==> src/rtl/frame_sync_controller_if.sv <==
// ============================================================================
// frame_sync_controller_if : header/lock bus between the frame aligner and its users
// Rev 1.0
// ============================================================================
`default_nettype none

interface frame_sync_controller_if;
  logic       enable;
  logic       resync;
  logic [1:0] PATTERN;
  logic       shift_fr_later;
  logic       locked;
  logic       d_enb;
  logic [4:0] shift_pos;
  logic [7:0] resync_count;
  logic       search_fail;

  modport master (
    output enable, resync, PATTERN,
    input  shift_fr_later, locked, d_enb, shift_pos, resync_count, search_fail
  );

  modport slave (
    input  enable, resync, PATTERN,
    output shift_fr_later, locked, d_enb, shift_pos, resync_count, search_fail
  );
endinterface

`default_nettype wire

==> src/rtl/frame_sync_controller.sv <==
// ============================================================================
// frame_sync_controller : header-based frame aligner driving bit-slip pulses
// Rev 1.0
// ============================================================================
`default_nettype none

module frame_sync_controller #(
  parameter logic [1:0] HEADER     = 2'b10,
  parameter int         LOCK_THR   = 16,
  parameter int         UNLOCK_THR = 4,
  parameter int         SETTLE     = 3
) (
  input  logic                    clk,
  input  logic                    rstn,
  frame_sync_controller_if.slave  fsc
);

  typedef enum logic [2:0] {
    IDLE   = 3'd0,
    SEARCH = 3'd1,
    SLIP   = 3'd2,
    WAIT   = 3'd3,
    LOCKED = 3'd4
  } state_t;

  localparam logic [7:0] LOCK_LAST   = 8'(LOCK_THR - 1);
  localparam logic [7:0] UNLOCK_LAST = 8'(UNLOCK_THR - 1);
  localparam logic [3:0] SETTLE_LAST = 4'(SETTLE - 1);

  state_t     state, state_nx;
  logic [7:0] good_cnt, good_nx;
  logic [7:0] bad_cnt, bad_nx;
  logic [7:0] resync_cnt, resync_nx;
  logic [3:0] settle_cnt, settle_nx;
  logic [4:0] slip_cnt, slip_nx;
  logic [4:0] pos, pos_nx;
  logic       pulse, pulse_nx;
  logic       lock, lock_nx;
  logic       fail, fail_nx;
  logic       match;

  assign match = (fsc.PATTERN == HEADER);

  always_comb begin
    state_nx  = state;
    good_nx   = good_cnt;
    bad_nx    = bad_cnt;
    resync_nx = resync_cnt;
    settle_nx = settle_cnt;
    slip_nx   = slip_cnt;
    pos_nx    = pos;
    pulse_nx  = 1'b0;
    lock_nx   = lock;
    fail_nx   = fail;

    if (!fsc.enable) begin
      state_nx  = IDLE;
      good_nx   = '0;
      bad_nx    = '0;
      settle_nx = '0;
      slip_nx   = '0;
      lock_nx   = 1'b0;
    end else if (fsc.resync && state != IDLE) begin
      state_nx  = SEARCH;
      good_nx   = '0;
      bad_nx    = '0;
      settle_nx = '0;
      slip_nx   = '0;
      lock_nx   = 1'b0;
      fail_nx   = 1'b0;
    end else begin
      case (state)
        IDLE: begin
          state_nx = SEARCH;
          good_nx  = '0;
        end
        SEARCH: begin
          if (match) begin
            if (good_cnt == LOCK_LAST) begin
              state_nx = LOCKED;
              lock_nx  = 1'b1;
              good_nx  = '0;
              bad_nx   = '0;
            end else begin
              good_nx = good_cnt + 8'd1;
            end
          end else begin
            // The pulse and both position counters move together at slip entry
            state_nx = SLIP;
            good_nx  = '0;
            pulse_nx = 1'b1;
            pos_nx   = pos + 5'd1;
            slip_nx  = slip_cnt + 5'd1;
            if (slip_cnt == 5'd31) fail_nx = 1'b1;
          end
        end
        SLIP: begin
          state_nx  = WAIT;
          settle_nx = '0;
        end
        WAIT: begin
          if (settle_cnt == SETTLE_LAST) begin
            state_nx  = SEARCH;
            settle_nx = '0;
            good_nx   = '0;
          end else begin
            settle_nx = settle_cnt + 4'd1;
          end
        end
        LOCKED: begin
          if (match) begin
            bad_nx = '0;
          end else if (bad_cnt == UNLOCK_LAST) begin
            state_nx = SEARCH;
            lock_nx  = 1'b0;
            bad_nx   = '0;
            good_nx  = '0;
            slip_nx  = '0;
            if (resync_cnt != 8'hFF) resync_nx = resync_cnt + 8'd1;
          end else begin
            bad_nx = bad_cnt + 8'd1;
          end
        end
        default: state_nx = IDLE;
      endcase
    end
  end

  always_ff @(posedge clk or negedge rstn) begin
    if (!rstn) begin
      state      <= IDLE;
      good_cnt   <= '0;
      bad_cnt    <= '0;
      resync_cnt <= '0;
      settle_cnt <= '0;
      slip_cnt   <= '0;
      pos        <= '0;
      pulse      <= 1'b0;
      lock       <= 1'b0;
      fail       <= 1'b0;
    end else begin
      state      <= state_nx;
      good_cnt   <= good_nx;
      bad_cnt    <= bad_nx;
      resync_cnt <= resync_nx;
      settle_cnt <= settle_nx;
      slip_cnt   <= slip_nx;
      pos        <= pos_nx;
      pulse      <= pulse_nx;
      lock       <= lock_nx;
      fail       <= fail_nx;
    end
  end

  assign fsc.shift_fr_later = pulse;
  assign fsc.locked         = lock;
  assign fsc.d_enb          = lock;
  assign fsc.shift_pos      = pos;
  assign fsc.resync_count   = resync_cnt;
  assign fsc.search_fail    = fail;

endmodule

`default_nettype wire

==> src/flat_wrapper.sv <==
// flat-port wrapper written by rule: the top's interface ports become plain ports
module frame_sync_controller_flat 
#(
  parameter logic [1:0] HEADER     = 2'b10,
  parameter int         LOCK_THR   = 16,
  parameter int         UNLOCK_THR = 4,
  parameter int         SETTLE     = 3
)
  (clk, rstn, fsc_enable, fsc_resync, fsc_PATTERN, fsc_shift_fr_later, fsc_locked, fsc_d_enb, fsc_shift_pos, fsc_resync_count, fsc_search_fail);
  frame_sync_controller_if fsc_i ();
  input  logic clk;
  input  logic rstn;
  input wire logic [$bits(fsc_i.enable)-1:0] fsc_enable;
  input wire logic [$bits(fsc_i.resync)-1:0] fsc_resync;
  input wire logic [$bits(fsc_i.PATTERN)-1:0] fsc_PATTERN;
  output wire logic [$bits(fsc_i.shift_fr_later)-1:0] fsc_shift_fr_later;
  output wire logic [$bits(fsc_i.locked)-1:0] fsc_locked;
  output wire logic [$bits(fsc_i.d_enb)-1:0] fsc_d_enb;
  output wire logic [$bits(fsc_i.shift_pos)-1:0] fsc_shift_pos;
  output wire logic [$bits(fsc_i.resync_count)-1:0] fsc_resync_count;
  output wire logic [$bits(fsc_i.search_fail)-1:0] fsc_search_fail;
  assign fsc_i.enable = fsc_enable;
  assign fsc_i.resync = fsc_resync;
  assign fsc_i.PATTERN = fsc_PATTERN;
  assign fsc_shift_fr_later = fsc_i.shift_fr_later;
  assign fsc_locked = fsc_i.locked;
  assign fsc_d_enb = fsc_i.d_enb;
  assign fsc_shift_pos = fsc_i.shift_pos;
  assign fsc_resync_count = fsc_i.resync_count;
  assign fsc_search_fail = fsc_i.search_fail;
  frame_sync_controller #(.HEADER(HEADER), .LOCK_THR(LOCK_THR), .UNLOCK_THR(UNLOCK_THR), .SETTLE(SETTLE)) u_core (.clk(clk), .rstn(rstn), .fsc(fsc_i));
endmodule
==> config.mk <==
export PLATFORM = sky130hd
export DESIGN_NAME = frame_sync_controller_flat
export DESIGN_NICKNAME = d
export VERILOG_FILES = /design/src/rtl/frame_sync_controller_if.sv /design/src/rtl/frame_sync_controller.sv /design/src/flat_wrapper.sv
export SDC_FILE = /design/constraint.sdc
export NUM_CORES = 1
export LEC_CHECK = 0
export CAP_MARGIN = 40
export CORE_UTILIZATION = 40
export CTS_BUF_LIST = sky130_fd_sc_hd__clkbuf_4 sky130_fd_sc_hd__clkbuf_8 sky130_fd_sc_hd__clkbuf_16
export DETAILED_ROUTE_END_ITERATION = 8
export GPL_TIMING_DRIVEN = 0
export SLEW_MARGIN = 40
export SYNTH_ARGS = -nofsm -noshare
export SYNTH_HDL_FRONTEND = slang
export SYNTH_SLANG_ARGS = --single-unit
==> constraint.sdc <==
create_clock -name clk -period 6.4 [get_ports clk]
set_input_delay 1.92 -clock clk [delete_from_list [all_inputs] [get_ports clk]]
set_output_delay 1.92 -clock clk [all_outputs]
set_load 0.01 [all_outputs]
# [Word-level counts from Yosys, hierarchy flattened]
# Cells that the tools add are included.
[classes] add_sub_neg=6 n_eq_ne=21 mux=48 bitwise=2 reduce_logical=13
[ops] cell="2-to-1 mux 8 bit" n=13
[ops] cell="case mux 8 bit (4 select lines)" n=1
[ops] cell="2-to-1 mux 5 bit" n=5
[ops] cell="adder 8 x 1 -> 8 bit (second input constant)" n=3
[ops] cell="2-to-1 mux 3 bit" n=7
[ops] cell="AND reduction 4 bit" n=5
[ops] cell="inequality test 4 x 2 -> 1 bit (second input constant)" n=4
[ops] cell="case mux 8 bit (2 select lines)" n=1
[ops] cell="case mux 3 bit (5 select lines)" n=1
[ops] cell="2-to-1 mux 1 bit" n=14
[ops] cell="2-to-1 mux 4 bit" n=3
[ops] cell="adder 5 x 1 -> 5 bit (second input constant)" n=2
[ops] cell="case mux 5 bit (2 select lines)" n=1
[ops] cell="== test 8 x 2 -> 1 bit (second input constant)" n=1
[ops] cell="== test 8 x 4 -> 1 bit (second input constant)" n=1
[ops] cell="inequality test 4 x 1 -> 1 bit (second input constant)" n=2
[ops] cell="inequality test 4 bit (second input constant)" n=2
[ops] cell="inequality test 8 bit (second input constant)" n=1
[ops] cell="case mux 4 bit (2 select lines)" n=1
[ops] cell="== test 3 x 2 -> 1 bit (second input constant)" n=2
[ops] cell="inequality test 6 x 1 -> 1 bit (second input constant)" n=1
[ops] cell="AND reduction 6 bit" n=1
[ops] cell="== test 5 bit (second input constant)" n=1
[ops] cell="inequality test 5 bit (second input constant)" n=1
[ops] cell="14 further kinds" n=16
[totals] register_bits=44 in_bits=6 output_inout_bits=17 wordCells=100

# [Logic depth before layout (Yosys ltp)]
# Gate-level depths: netlist (run 1).
[logic_depth] word_depth=6 depth_mapped=7 depth_no_buf=7

# [Worst setup path after synthesis (run 1)]
# Ideal clock, no wire load.
[synth_path] path_type="input to register" start="in fsc_resync" end="reg u_core.resync_cnt[1] (netlist: u_core.fsc.resync_count[1])" setup_time_ns=0.125 arrival_ns=3.043 path_slack_ns=3.232 path_stages=4 n_path_buf=0 path_cell_list="and2b_4 > nand3_2 > nor3b_4 > mux2_2"
[synth_via] elab_chain_cells=3
[synth_lines] element="start: declaration" line="flat_wrapper.sv:14" rtl="input wire logic [$bits(fsc_i.resync)-1:0] fsc_resync;"
[synth_lines] element="logical AND 1 bit" line="frame_sync_controller.sv:63" rtl="end else if (fsc.resync && state != IDLE) begin"
[synth_lines] element="NOT 1 bit (no line)"
[synth_lines] element="AND reduction 6 bit (no line)"
[synth_lines] element="end signal: assignment" line="frame_sync_controller.sv:145" rtl="resync_cnt <= resync_nx;"
[synth_lines] element="end: declaration" line="frame_sync_controller.sv:33" rtl="logic [7:0] resync_cnt, resync_nx;"
# No other way between the ends.
# A chain may end at the register's enable or synchronous reset.

# [Final worst setup path (run 1)]
[layout_path] start="in fsc_enable" end="reg u_core.good_cnt[7]"
[layout_via] elab_chain_cells=2 word_cells_on_any_way=6 cone_classes="4 x eq/ne; 1 x mux; 1 x reduce/logical"
[layout_lines] element="start: declaration" line="flat_wrapper.sv:13" rtl="input wire logic [$bits(fsc_i.enable)-1:0] fsc_enable;"
[layout_lines] element="inequality test 6 x 1 -> 1 bit (no line) (tied with other cells)"
[layout_lines] element="AND reduction 4 bit (no line)"
[layout_lines] element="end signal: assignment" line="frame_sync_controller.sv:143" rtl="good_cnt <= good_nx;"
[layout_lines] element="end: declaration" line="frame_sync_controller.sv:31" rtl="logic [7:0] good_cnt, good_nx;"
# Parallel ways exist; a longest one is shown, timed or not.

==> run summary, run 1 <==
The all-layer global routing usage came out at 16.50%. The detailed router's first-iteration violation count is 80. For this run, asynchronously set or reset flops after synthesis account for 100.0%.

The flow ran to the end, and the final reports show no timing, DRC or antenna violations. Registers are responsible for 51.6% of the overall power. STA puts the critical path data arrival time at 4090 ps. On the final layout, the worst clock skew is approximately 7.4 ps.

The global placer's final weighted congestion came out at 0.7967. The number of distinct library cell variants in the gate-level netlist after synthesis came out at 49. The transition time at the pin with the least slew margin came out at approximately 550 ps. The setup TNS is 0 ps. In the post-synthesis netlist, the biggest area contributors are sky130_fd_sc_hd__dfrtp_1 (47%), sky130_fd_sc_hd__ha_1 (4.8%), sky130_fd_sc_hd__o21ai_0 (4.7%). Hold timing on the final database bottoms out at a slack of 475.6 ps.

The number of buffers inserted by hold repair at cts came out at 0. The number of detailed-route iterations in the first pass is 4. The number of hold-slack violations in the final timing report came out at 0. The number of endpoints failing setup at the final stage came out at 0.

The number of top-level pins is 23. The longest individual stage delay on the worst path is ~600 ps. When the netlist entered floorplanning its net count stood at 240.

The number of global-route vias before repair is approximately 1700. Of the post-synthesis cell area, the dominant cell type holds 46.86%. The average wire length per cell after detail routing is 14.14 µm. The TritonCTS clock tree is yes. The worst setup path is launched from an input pin.

The net switching component of the power came out at 181.2 µW. For this block, the via count after detailed routing is 1805. The count of buffers from port buffering is 22.

Dividing the detail-routed via count by the number of cells gives 5.503. Setup repair after global routing left no endpoint under its margin. In the synthesized netlist, the number of instances is 225. The combinational group share of total power is 19.6%.

The mean cell area of the mapped netlist came out at 10.44 µm². The cell-internal power is 438.4 µW. By count the netlist is led by sky130_fd_sc_hd__dfrtp_1 (44), sky130_fd_sc_hd__o21ai_0 (22), sky130_fd_sc_hd__nand2_1 (18), sky130_fd_sc_hd__nor2_1 (13), sky130_fd_sc_hd__xnor2_1 (11).

The switching part of the total is 29.24%. The sink count of the clock tree came out at 44. Based on the critical path, the design can be clocked at up to 258.7 MHz. The number of synthesized flops with an enable pin came out at 0.

The number of fillers in the final layout is 539. The number of register bits inferred by synthesis came out at 44. In this run, CTS created clock tree buffers numbering 5. Entering global routing, the biggest net connects 29 pins. The clock latency of the later-clocked register in the worst-skew pair is 300 ps. Across all setup checks in the final design, the least slack found is 2534 ps. Traced cell by cell, the critical path runs through clkdlybuf4s50_1 > nor3b_2 > nand3_1 > nor2_1 > o21ai_0 > a31oi_1. The library cell occupying the most area in the post-synthesis netlist is sky130_fd_sc_hd__dfrtp_1. For this design the ratio of total power to cell area is 223.6 nW/µm².

Summing every instance area after synthesis gives 2350 µm². The clock edge transition at the registers on the reported setup and hold paths came out at 90 ps. The proportion of layout cells with a drive suffix above 1 came out at between 10% and 20%. The share of the core filled with cells in the final layout is 49.70%.

The maximum buffer depth of the clock tree came out at 2. The number of H-tree levels came out at 2. The x dimension of the die came out at 78.65 µm. Data on the critical path is required at its endpoint by between 6000 and 7000 ps. The floorplan step defined a core boundary enclosing around 5600 µm². The synthesis-to-layout area growth is 17.89%. The tree is rooted in a sky130_fd_sc_hd__clkbuf_8. In this design, the largest share of critical-path delay is due to simple AND/OR/NAND/NOR gates. The largest driver fanout on the critical path came out at 8. IR analysis of the VDD net gives a maximum drop of 179.6 µV. The sum of net half-perimeters after detailed placement is 3345 µm.

The number of placement rows is 27. For this run the aggregate overflow at the end of global routing stands at 0. The number of antenna diodes is 0.

Headroom to the max-slew limit came out at a little over three fifths. The clock share of power came out at around 29%. The min-delay analysis places its worst path in the category flop to flop.

The leakage power of the design came out at 1.215 nW. The leading register cell type out of synthesis is sky130_fd_sc_hd__dfrtp_1. Before CTS, the worst setup slack after placement is 2280 ps. The shortest clock period the worst path allows after layout came out at ~3900 ps. The critical path is of the input pin to flop type. The final-report max-slew violation count is 0. The post-detailed-route count of antenna-violating nets came out at 0. The type of destination of the critical path is a flop. For this run, the number of Yosys warnings is 0. After the last flow step, the layout net total stands at 270. The number of antenna violations at the first check in global routing is 0.

The die outline area is a little over 6000 µm². The first-pass GRT wire length is 8010 µm. The total buffers and inverters traversed by the critical path is 1.

The slowest stage of the critical path is the sky130_fd_sc_hd__clkdlybuf4s50_1 cell. The routed wire length came out at around 4600 µm. The number of buffers added for setup after CTS came out at 0.

Measured along the y axis, the die boundary spans 78.65 µm. In the routed design, unresolved DRC markers number 0. The share of the cycle needed by the critical path after routing is approximately 60%. The post-cts sizing count is 0. The sequential element share of the synthesized area came out at 46.86%. Max-cap violations in this run came to 0.

The starting density of the core came out at 42.15%. Yosys instantiated no cell more often than sky130_fd_sc_hd__dfrtp_1.
metrics by stage:
stage | instances | total power, mW | area, µm²
after global placement | 319 | 0.4461 | 2660
final | 328 | 0.6195 | 2770
after global routing | 328 | 0.6571 | 2770
after detailed placement | 320 | 0.4483 | 2678
after floorplan | 225 | 0.3899 | 2350
after CTS | 328 | 0.6299 | 2770
sequential cells by signal, indices dropped and copies added, names as in the netlist, 3 cells and up:
name / count
u_core.bad_cnt: 8
u_core.fsc.resync_count: 8
u_core.good_cnt: 8
u_core.fsc.shift_pos: 5
u_core.slip_cnt: 5
u_core.settle_cnt: 4
u_core.state: 3
layout by cell type (no fill, tap or decap), types with 7 or more instances in the layout:
cell type / instances
sky130_fd_sc_hd__ha_1: 9
sky130_fd_sc_hd__clkdlybuf4s50_1: 21
sky130_fd_sc_hd__o21ai_0: 22
sky130_fd_sc_hd__nor2_1: 13
sky130_fd_sc_hd__nand2_1: 18
sky130_fd_sc_hd__dfrtp_1: 44
sky130_fd_sc_hd__nand3_1: 8
sky130_fd_sc_hd__xnor2_1: 11
sky130_fd_sc_hd__and3_1: 8
sky130_fd_sc_hd__a31oi_1: 7
path summary, 6_finish.rpt:
check                      slack [ps]  cells after the start                    start                          to
max                              2530                      6               fsc_enable          u_core.good_cnt[7]
min                               480                      1  u_core.fsc.shift_pos[4]     u_core.fsc.shift_pos[4]
max reg2reg                      4130                      6          u_core.state[2]          u_core.good_cnt[7]
min reg2reg                       480                      1  u_core.fsc.shift_pos[4]     u_core.fsc.shift_pos[4]
max in group asynchronous        4500                      2                     rstn  u_core.fsc.resync_count[4]
min in group asynchronous        1470                      1                     rstn        u_core.settle_cnt[0]
worst reg2reg max path, delay by kind of cell, from the launching register on:
family          cells  cell delay [ps]
buf+inv             1              230
simple gates        3             1190
flops               1              390
compound gates      2              390
cell type report:
type	instances	area [µm²]	share of cell area (%)
multi-input cells	171	1204	43.45
well taps	72	90.09	3.252
flip-flops and latches	44	1101	39.75
clock inverters	3	23.77	0.8582
inverters	6	22.52	0.8130
clock buffers	5	68.82	2.484
plain buffers	4	22.52	0.8130
repair buffers	23	237.7	8.582
logic make-up after synthesis:
family                   Yosys count  synth area share (%)
AO/OA/AOI/OAI                     56                 16.61
XOR/XNOR                          15                 5.591
adder cells (fa/ha/maj)            9                 4.792
buffers and inverters             10                 1.917
flip-flops                        44                 46.86
multiplexers                       5                 2.396
AND/OR/NAND/NOR                   86                 21.83
power groups by stage:
stage | sequential (mW) | combinational [mW] | clock [mW]
5_1_grt | 0.324 | 0.135 | 0.198
4_1_cts | 0.321 | 0.123 | 0.186
3_5_place_dp | 0.326 | 0.122 | 0
2_1_floorplan | 0.329 | 0.0610 | 0
3_3_place_gp | 0.326 | 0.120 | 0
6_report | 0.320 | 0.122 | 0.178
routing by layer:
layer  global-route usage (%)  up-vias  routed length (µm)
met2                    25.65       22                2192
met5                        0        -                   0
li1                         -      883                   -
met4                    7.222        0                  73
met1                    22.22      893                2243
met3                    3.140        7                 128
Power figures use the tool's default switching activity.
==> run 2: changes to the inputs <==
- clock period: 6.4 -> 3.7 ns (I/O delays scaled with it)
==> results of run 2 <==
Same layout as run 1 (identical final DEF). Status: completed.
Main changes from that run: setup slack after placement 2280 ps -> 389.6 ps; setup slack after layout 2534 ps -> 644.3 ps; register-to-register setup slack 4130 ps -> 1430 ps; total power 0.6195 mW -> 1.072 mW; worst IR drop on VDD 179.6 µV -> 310.7 µV
==> run 3: changes to the inputs <==
- clock period: 3.7 -> 2.9 ns (I/O delays scaled with it)
==> run summary, run 3 (same netlist as run 1, synthesis figures left out) <==
The number of global-route vias before repair came out at 1677. For this block, the initial DRC count from the detailed router was 78. The number of top-level pins is 23. The clock edge transition at the registers on the reported setup and hold paths is 90 ps.

The count of buffers from port buffering is 22. The maximum buffer depth of the clock tree is 2. The post-detailed-route count of antenna-violating nets is 0. The filler cells instantiated in the layout total 540.

After detailed routing, the number of remaining DRC violations is 0. The arrival time reported for the critical path endpoint is 2870 ps. The combinational group share of total power is 19.6%. The cell sitting at the root of the clock tree is a sky130_fd_sc_hd__clkbuf_8. For the worst setup path, the data required time is 3120 ps. Timing would allow up to 376.9 MHz. The worst setup path is launched from an input pin. Global routing used 25.65% of the available met2 tracks. The largest driver fanout on the critical path came out at 8. The most common cell after layout, fill and taps aside is sky130_fd_sc_hd__dfrtp_1. The flow ran to the end, and the final reports show no timing, DRC or antenna violations. The post-cts sizing count came out at 0. The number of detailed-route iterations in the first pass came out at 4.

The number of buffers added for setup after CTS is 0. The final-report max-slew violation count came out at 0. The die outline height came out at 78.65 µm.

After routing, the total negative slack on setup checks comes to 0 ps. The critical path start-end classification is input pin to flop. The worst path in the final design needs a cycle of 2653 ps, including I/O delays and setup. Including well taps, the total number of placed cells is between 300 and 400. TritonCTS built the clock tree. The number of maximum-capacitance violations came out at 0. Internal power comes to 967.4 µW. The number of antenna violations at the first check in global routing is 0. The detailed-route vias per instance is roughly 5.5. The all-layer global routing usage is between 10% and 20%. The x dimension of the die is 78.65 µm. The final net count came out at 270. In this run the power density over the cells is 492.6 nW/µm². The library cells used most frequently in the layout, excluding fill and tap cells, are sky130_fd_sc_hd__dfrtp_1 (44), sky130_fd_sc_hd__o21ai_0 (22), sky130_fd_sc_hd__clkdlybuf4s50_1 (21).

The setup slack of the worst register-to-register path is about 710 ps. In this run the most used layer during global routing was met2. The number of hold-slack violations in the final timing report came out at 0.

Cells with a size suffix above 1 make up 13.67% of the layout. Of the available clock period, the critical path in the final layout requires 91.49%. Setup violations remaining at the end of the flow were counted as 0. The first-pass GRT wire length is approximately 8000 µm. The number of placement rows came out at 27.

The clock share of power is 28.7%. The synthesis-to-layout area growth came out at 18.00%. The area occupied by registers is about 1100 µm².

The global placer's final weighted congestion came out at 0.7967. The multi-input logic area came out at approximately 1200 µm². The average wire length per cell after detail routing came out at 14.11 µm. The share of the core filled with cells in the final layout is 49.74%. The number of H-tree levels came out at 2. Counting cells, the worst reg-to-reg path comes to 6. In this run switching power makes up 29.17% of total power. The power share of the sequential group is 51.7%.

Entering global routing, the biggest net connects 29 pins. The leakage power of the design came out at 1.215 nW. The relative max-transition margin is 62.71%. The die covers approximately 6200 µm². The worst register-to-register path begins at u_core.bad_cnt[0].

For this design, the CTS-stage hold fixing added 0 buffers. The repair_antennas step left the layout with diodes totalling 0. The global-route congestion overflow total came out at 0. The total power of the final layout came out at 1.366 mW. The routed wire length is 4628 µm. In this run the critical register-to-register path is captured at u_core.good_cnt[4]. The clock latency of the later-clocked register in the worst-skew pair is 300 ps. The met1 usage in global routing is 22.22%. The area of the core came out at 5574 µm².

For this configuration, the core starts out at a cell density of 42.15%. The filler-free cell count of the finished design came out at 328. The sink count of the clock tree came out at 44. Setup repair after global routing left no endpoint under its margin. In this run the power spent charging and discharging nets is 398.5 µW. The clock arrives with 6.040 ps of skew.

The clock buffer count from CTS came out at 5. The worst setup path is captured at a flop. The peak supply drop is between 300 and 400 µV. The path class of the lowest-slack min-delay path is input pin to async pin. The met3 global-route usage is ~3.1%. The total number of vias is between 1500 and 2000. For the pin with the worst max-slew slack, the measured transition is 553.4 ps.

The wire-length estimate of the detail-placed layout is 3345 µm.
[run 3: cell count changes in the layout (fill, tap and decap cells not counted)]
cell,delta
sky130_fd_sc_hd__nor2_1,-1
sky130_fd_sc_hd__nor2_2,+1
[run 3: critical path: stages]
cell,delay (ps)
sky130_fd_sc_hd__clkdlybuf4s50_1,600
sky130_fd_sc_hd__nor3b_2,370
sky130_fd_sc_hd__nand3_1,320
sky130_fd_sc_hd__nor2_2,360
sky130_fd_sc_hd__o21ai_0,160
sky130_fd_sc_hd__a31oi_1,180
[run 3: stage by stage]
| step | hold slack (ps) | cell area, µm² | setup WS, ps |
|---|---|---|---|
| 2_1_floorplan | 446.3 | 2350 | 781.8 |
| 3_3_place_gp | 461.7 | 2660 | -347.1 |
| 3_5_place_dp | 465.6 | 2678 | -170.4 |
| 4_1_cts | 421.6 | 2770 | 124.8 |
| 5_1_grt | 428.4 | 2773 | 47.96 |
| 6_report | 425.7 | 2773 | 246.8 |
[run 3: how the worst max path moves through the flow]
stage / start / endpoint / depth (start not counted)
CTS: fsc_enable / u_core.good_cnt[7] / 6
floorplan: fsc_resync / u_core.fsc.resync_count[1] / 4
detailed placement: fsc_enable / u_core.good_cnt[5] / 6
global route: fsc_enable / u_core.good_cnt[7] / 6
global placement: rstn / u_core.fsc.shift_pos[4] / 1
finish: fsc_enable / u_core.good_cnt[7] / 6
[run 3: metal layers]
metal  part of all wire, %  up-vias  routed length [µm]
li1                      -      886                   -
met1                    49      905                2279
met2                    47       14                2183
met3                   2.0        7                  91
met4                   1.6        0                  73
met5                     0        -                   0
[run 3: power groups by stage]
stage | combinational (mW) | clock (mW) | sequential (mW)
4_1_cts | 0.271 | 0.411 | 0.708
6_report | 0.268 | 0.392 | 0.706
5_1_grt | 0.298 | 0.437 | 0.716
3_3_place_gp | 0.265 | 0 | 0.719
3_5_place_dp | 0.270 | 0 | 0.719
2_1_floorplan | 0.135 | 0 | 0.726
[run 3: cell type report]
cell class	count	area share [%]
buffer	4	0.8123
sequential	44	39.71
clock buffer	5	2.482
timing repair buffer	23	8.574
multi-input combinational	171	43.50
clock inverter	3	0.8574
inverter	6	0.8123
tap	72	3.249
==> RTL edit 1, RTL diff (flow settings as in run 3) <==
The 5 states of `state_t` get a one-hot encoding in 5 bits.
--- a/src/rtl/frame_sync_controller.sv
+++ b/src/rtl/frame_sync_controller.sv
@@ -17,8 +17,8 @@
 
-  typedef enum logic [2:0] {
-    IDLE   = 3'd0,
-    SEARCH = 3'd1,
-    SLIP   = 3'd2,
-    WAIT   = 3'd3,
-    LOCKED = 3'd4
+  typedef enum logic [4:0] {
+    IDLE   = 5'b00001,
+    SEARCH = 5'b00010,
+    SLIP   = 5'b00100,
+    WAIT   = 5'b01000,
+    LOCKED = 5'b10000
   } state_t;
Formal check against the unedited RTL: no difference found for any inputs over 10 cycles, from zero or initial values and one cycle with rstn low; not proved beyond that.
==> RTL edit 1 against run 3 <==
- combinational power down 32%
- area after synthesis grew 10%
- sequential share of layout area shrank 1.6 points
- cell area rose by 9.0%
- worst setup slack worse by 0.095 ns
- sequential cell count increased by 2
- wire length grew 9.5%
- synthesized cell count grew 8.9%
- cell count is 7.0% higher
- total power is 5.7% lower
- register-to-register slack better by 0.09 ns
- critical endpoint is now u_core.fsc.d_enb$_DFFE_PN0P_
- highest routed layer unchanged
==> RTL edit 1: results (changes against run 3) <==
* Status: complete, no violations (unchanged)
* First-pass detailed-route iteration total at 4 (unchanged)
* Met3 routing resource usage after global routing at 4.62% (was 3.14%)
* Main synth FF type: sky130_fd_sc_hd__dfrtp_1 (unchanged)
* Initial DRC Count at 99 (was 78)
* Worst hold margin at 0.420 ns (was 0.426 ns)
* Clock Skews at 0.00627 ns (was 0.00604 ns)
* Slowest stage delay, CP at 0.63 ns (was 0.60 ns)
* Flop-to-flop setup slack at 0.80 ns (was 0.71 ns)
* Clock latency reported for the late side of the worst-skew pair at 0.30 ns (about the same)
* Clock group total power at 408 uW (was 392 uW)
* Ys Warns at 0 (unchanged)
* Layout fillers at 587 (was 540)
* Half-perimeter wire length after placement at 3590 um (was 3340 um)
* Layout net count at 290 (was 270)
* Pin count of the biggest net entering global routing at 32 (was 29)
* Post-CTS setup buffer count at 0 (unchanged)
* Placement-stage cell area at 2920 sq um (was 2680 sq um)
* Sequential-to-total area share from yosys stat at 44.5% (was 46.9%)
* P_seq at 698 uW (was 706 uW)
* Worst setup slack after placement at -0.295 ns (was -0.170 ns)
* Internal power component at 955 uW (was 967 uW)
* Leakage dissipation at 0.00137 uW (was 0.00121 uW)
* Number of vias per cell at 5.46 (was 5.52)
* Biggest area contributors in the synthesized netlist: sky130_fd_sc_hd__dfrtp_1 (43%), sky130_fd_sc_hd__ha_1 (4.3%), sky130_fd_sc_hd__xnor2_1 (3.7%) (was sky130_fd_sc_hd__dfrtp_1 (47%), sky130_fd_sc_hd__ha_1 (4.8%), sky130_fd_sc_hd__o21ai_0 (4.7%))
* Met1 Use GR at 24.7% (was 22.2%)
* Ratio of cells with drive above 1 in the final layout at 15.2% (was 13.7%)
* Number of distinct standard cells referenced by the synthesized netlist at 57 (was 49)
* Global-route wire length before repair at 8580 um (was 8010 um)
* Routed length on met1 at 2660 um (was 2280 um)
* Amount of wire on met2 after detailed routing at 2160 um (was 2180 um)
* Synth cell count leaders: sky130_fd_sc_hd__dfrtp_1 (45), sky130_fd_sc_hd__nand2_1 (18), sky130_fd_sc_hd__o21ai_0 (17) (was sky130_fd_sc_hd__dfrtp_1 (44), sky130_fd_sc_hd__o21ai_0 (22), sky130_fd_sc_hd__nand2_1 (18))
* Amount of wire on met3 after detailed routing at 195 um (was 91 um)
* Max-slew headroom at 60.0% (was 62.7%)
* Worst-path fanout max at 9 (was 8)
* Part of the total power dissipated in sequential elements at 54.2% (was 51.7%)
* Post-detailed-routing wire length at 5070 um (was 4630 um)
* Worst vdd ir at 0.000224 V (was 0.000396 V)
* Max Clock Freq at 0.364 GHz (was 0.377 GHz)
* Number of placed instances with taps included at 343 (was 320)
* Placer congestion estimate at 0.773 (was 0.797)
* Via count of the first global-routing pass at 1,752 (was 1,677)
* Vias at 1,918 (was 1,812)
* Met2 Track Usage GR at 24.4% (was 25.7%)
* Antenna violations before repair at 0 (unchanged)
* Arrival time worst endpoint at 2.95 ns (was 2.87 ns)
* Cell family contributing the most delay on the critical path: compound AO/OA/AOI/OAI gates (was simple AND/OR/NAND/NOR gates)
* Mean area per synthesized cell at 10.6 sq um (was 10.4 sq um)
## RTL edit 1: cell types whose count changed after synthesis, sizes merged, moves of 5 or more
| cell | run 3 | this run |
|---|---|---|
| a21o | 1 | 7 |
| nand2b | 3 | 10 |
| nor4b | 0 | 5 |
| a31oi | 7 | 2 |
| buf | 2 | 7 |
| o21ai | 23 | 18 |
| nor2 | 15 | 10 |
## RTL edit 1: worst paths after layout
path | start | cells after the start | end
setup / recovery | fsc_enable | 6 | u_core.fsc.d_enb$_DFFE_PN0P_
hold / removal | rstn | 1 | u_core.fsc.d_enb$_DFFE_PN0P_
setup reg to reg | u_core.state[3]$_DFFE_PN0P_ | 6 | u_core.fsc.resync_count[1]$_DFFE_PN0P_
hold reg to reg | u_core.fsc.shift_pos[4]$_DFFE_PN0P_ | 1 | u_core.fsc.shift_pos[4]$_DFFE_PN0P_
max in group asynchronous | rstn | 2 | u_core.state[0]$_DFFE_PN1P_
min in group clk | u_core.fsc.shift_pos[4]$_DFFE_PN0P_ | 1 | u_core.fsc.shift_pos[4]$_DFFE_PN0P_
## RTL edit 1: cells by family after synthesis
kind of cell               after synthesis  synth area share (%)
muxes                                    2                 0.870
DFF                                     46                  44.5
and+or+nand+nor                        109                  27.4
AOI/OAI and AO/OA                       51                  14.6
buffers and inverters                   13                  3.24
xor gates and xnor gates                15                  5.07
adders and majority gates                9                  4.35
## RTL edit 1: layout make-up
type | count | area [sq um] | area share, %
buffer | 8 | 65.1 | 2.15
clock buffer | 6 | 82.6 | 2.73
clock inverter | 2 | 12.5 | 0.414
inverter | 5 | 18.8 | 0.621
multi-input combinational | 186 | 1360 | 45.0
sequential | 46 | 1150 | 38.1
tap | 75 | 93.8 | 3.11
timing repair buffer | 23 | 238 | 7.87
==> RTL edit 2, RTL diff (settings of run 3) <==
Without the edit above. `LOCK_THR` is set to 16 in 2 places; all go to 12.
--- a/src/rtl/frame_sync_controller.sv
+++ b/src/rtl/frame_sync_controller.sv
@@ -8,3 +8,3 @@
   parameter logic [1:0] HEADER     = 2'b10,
-  parameter int         LOCK_THR   = 16,
+  parameter int         LOCK_THR   = 12,
   parameter int         UNLOCK_THR = 4,
--- a/src/flat_wrapper.sv
+++ b/src/flat_wrapper.sv
@@ -4,3 +4,3 @@
   parameter logic [1:0] HEADER     = 2'b10,
-  parameter int         LOCK_THR   = 16,
+  parameter int         LOCK_THR   = 12,
   parameter int         UNLOCK_THR = 4,
Formal check against the unedited RTL: no difference found for any inputs over 10 cycles, from zero or initial values and one cycle with rstn low; that may be too few to reach the edited logic, so the function may still have changed.
==> RTL edit 2 against run 3 <==
- sequential share of layout area shrank 0.76 points
- clock power grew 64%
- critical path type unchanged
- area after synthesis shrank 0.59%
- wire length is essentially flat
- die area shrank 0.57%
- sequential power shrank 2%
- global-route usage grew 0.60 points
- cell area grew 1.9%
- sequential cell count is the same
- total power grew 13%
- worst setup slack lost 0.065 ns
- critical endpoint is now u_core.good_cnt[3]$_DFFE_PN0P_
- largest cell class unchanged
==> RTL edit 2: results (changes against run 3) <==
* Status: complete, no violations (unchanged)
* Via count of the first global-routing pass at 1,708 (was 1,677)
* Pin slew with the least headroom to its limit at 0.628 ns (was 0.553 ns)
* Slowest stage delay, CP at 0.62 ns (was 0.60 ns)
* Power share of the combinational group at 13.8% (was 19.6%)
* Syn Nets at 246 (was 240)
* Arrival time worst endpoint at 2.94 ns (was 2.87 ns)
* Xor and xnor area share after synthesis at 5.62% (was 5.59%)
* Wire length per cell at 13.8 um (was 14.1 um)
* Share of synthesized cell area in full adder, half adder and majority cells at 4.82% (was 4.79%)
* Worst hold margin at 0.407 ns (was 0.426 ns)
* Flop-to-flop setup slack at 0.82 ns (was 0.71 ns)
* Routed length on met1 at 2330 um (was 2280 um)
* Leakage dissipation at 0.00123 uW (was 0.00121 uW)
* Worst setup margin at 0.181 ns (was 0.247 ns)
* Worst setup slack after placement at -0.149 ns (was -0.170 ns)
* Ratio of cells with drive above 1 in the final layout at 11.5% (was 13.7%)
* Placement-stage cell area at 2660 sq um (was 2680 sq um)
* Crit path max-delay cell type: sky130_fd_sc_hd__o21ai_1 (was sky130_fd_sc_hd__clkdlybuf4s50_1)
* Met2 Track Usage GR at 26.9% (was 25.7%)
* Placer congestion estimate at 0.774 (was 0.797)
* Mux share of post-synthesis cell area at 1.39% (was 2.40%)
* Global-route total usage across every layer at 17.1% (was 16.5%)
* Half-perimeter wire length after placement at 3320 um (was 3340 um)
* Pin count of the biggest net entering global routing at 33 (was 29)
* Number of instances in the synthesized netlist at 231 (was 225)
* Biggest area contributors in the synthesized netlist: sky130_fd_sc_hd__dfrtp_1 (47%), sky130_fd_sc_hd__o21ai_0 (5.1%), sky130_fd_sc_hd__xnor2_1 (4.9%) (was sky130_fd_sc_hd__dfrtp_1 (47%), sky130_fd_sc_hd__ha_1 (4.8%), sky130_fd_sc_hd__o21ai_0 (4.7%))
* Layout net count at 276 (was 270)
* P_seq at 691 uW (was 706 uW)
* Sequential-to-total area share from yosys stat at 47.1% (was 46.9%)
* Synth cell count leaders: sky130_fd_sc_hd__dfrtp_1 (44), sky130_fd_sc_hd__nand2_1 (24), sky130_fd_sc_hd__o21ai_0 (24) (was sky130_fd_sc_hd__dfrtp_1 (44), sky130_fd_sc_hd__o21ai_0 (22), sky130_fd_sc_hd__nand2_1 (18))
* Layout fillers at 526 (was 540)
* Initial DRC Count at 95 (was 78)
* Met3 routing resource usage after global routing at 3.37% (was 3.14%)
* Number of vias per cell at 5.57 (was 5.52)
* Complex-gate fraction of the synthesized area at 13.4% (was 16.6%)
* Amount of wire on met2 after detailed routing at 2100 um (was 2180 um)
* Worst vdd ir at 0.000329 V (was 0.000396 V)
* Global-route wire length before repair at 8270 um (was 8010 um)
* Clock Skews at 0.00377 ns (was 0.00604 ns)
==> RTL edit 2: cell count changes after synthesis, moves of 4 or more <==
cell	change
sky130_fd_sc_hd__nand2_1	+6
sky130_fd_sc_hd__nor4_1	+6
sky130_fd_sc_hd__nor4b_1	+4
sky130_fd_sc_hd__a31oi_1	-6
sky130_fd_sc_hd__inv_1	-4
==> RTL edit 2: worst paths after layout <==
| check | from | cells after the start | to |
|---|---|---|---|
| max | fsc_resync | 6 | u_core.good_cnt[3]$_DFFE_PN0P_ |
| min | rstn | 1 | u_core.fsc.resync_count[0]$_DFFE_PN0P_ |
| max reg2reg | u_core.state[1]$_DFFE_PN0P_ | 6 | u_core.good_cnt[3]$_DFFE_PN0P_ |
| min in group clk | u_core.fsc.shift_pos[4]$_DFFE_PN0P_ | 1 | u_core.fsc.shift_pos[4]$_DFFE_PN0P_ |
| max in group asynchronous | rstn | 2 | u_core.slip_cnt[2]$_DFFE_PN0P_ |
| min reg2reg | u_core.fsc.shift_pos[4]$_DFFE_PN0P_ | 1 | u_core.fsc.shift_pos[4]$_DFFE_PN0P_ |
==> RTL edit 2: worst max-delay path: cells and delay by family <==
kind	cells	cell delay (ns)
and+or+nand+nor	2	0.67
buffers and inverters	1	0.49
AOI/OAI and AO/OA	3	0.90
==> RTL edit 2: cells by family after synthesis <==
logic type,after synthesis
and+or+nand+nor,103
AOI/OAI and AO/OA,50
DFF,44
xor gates and xnor gates,15
adders and majority gates,9
buffers and inverters,7
muxes,3
==> RTL edit 2: layout make-up <==
type	count	area share, %
repair buffers	23	8.41
multi-input cells	180	42.4
plain buffers	5	1.15
clock inverters	3	3.19
inverters	2	0.266
well taps	72	3.19
clock buffers	5	2.43
flip-flops and latches	44	39.0
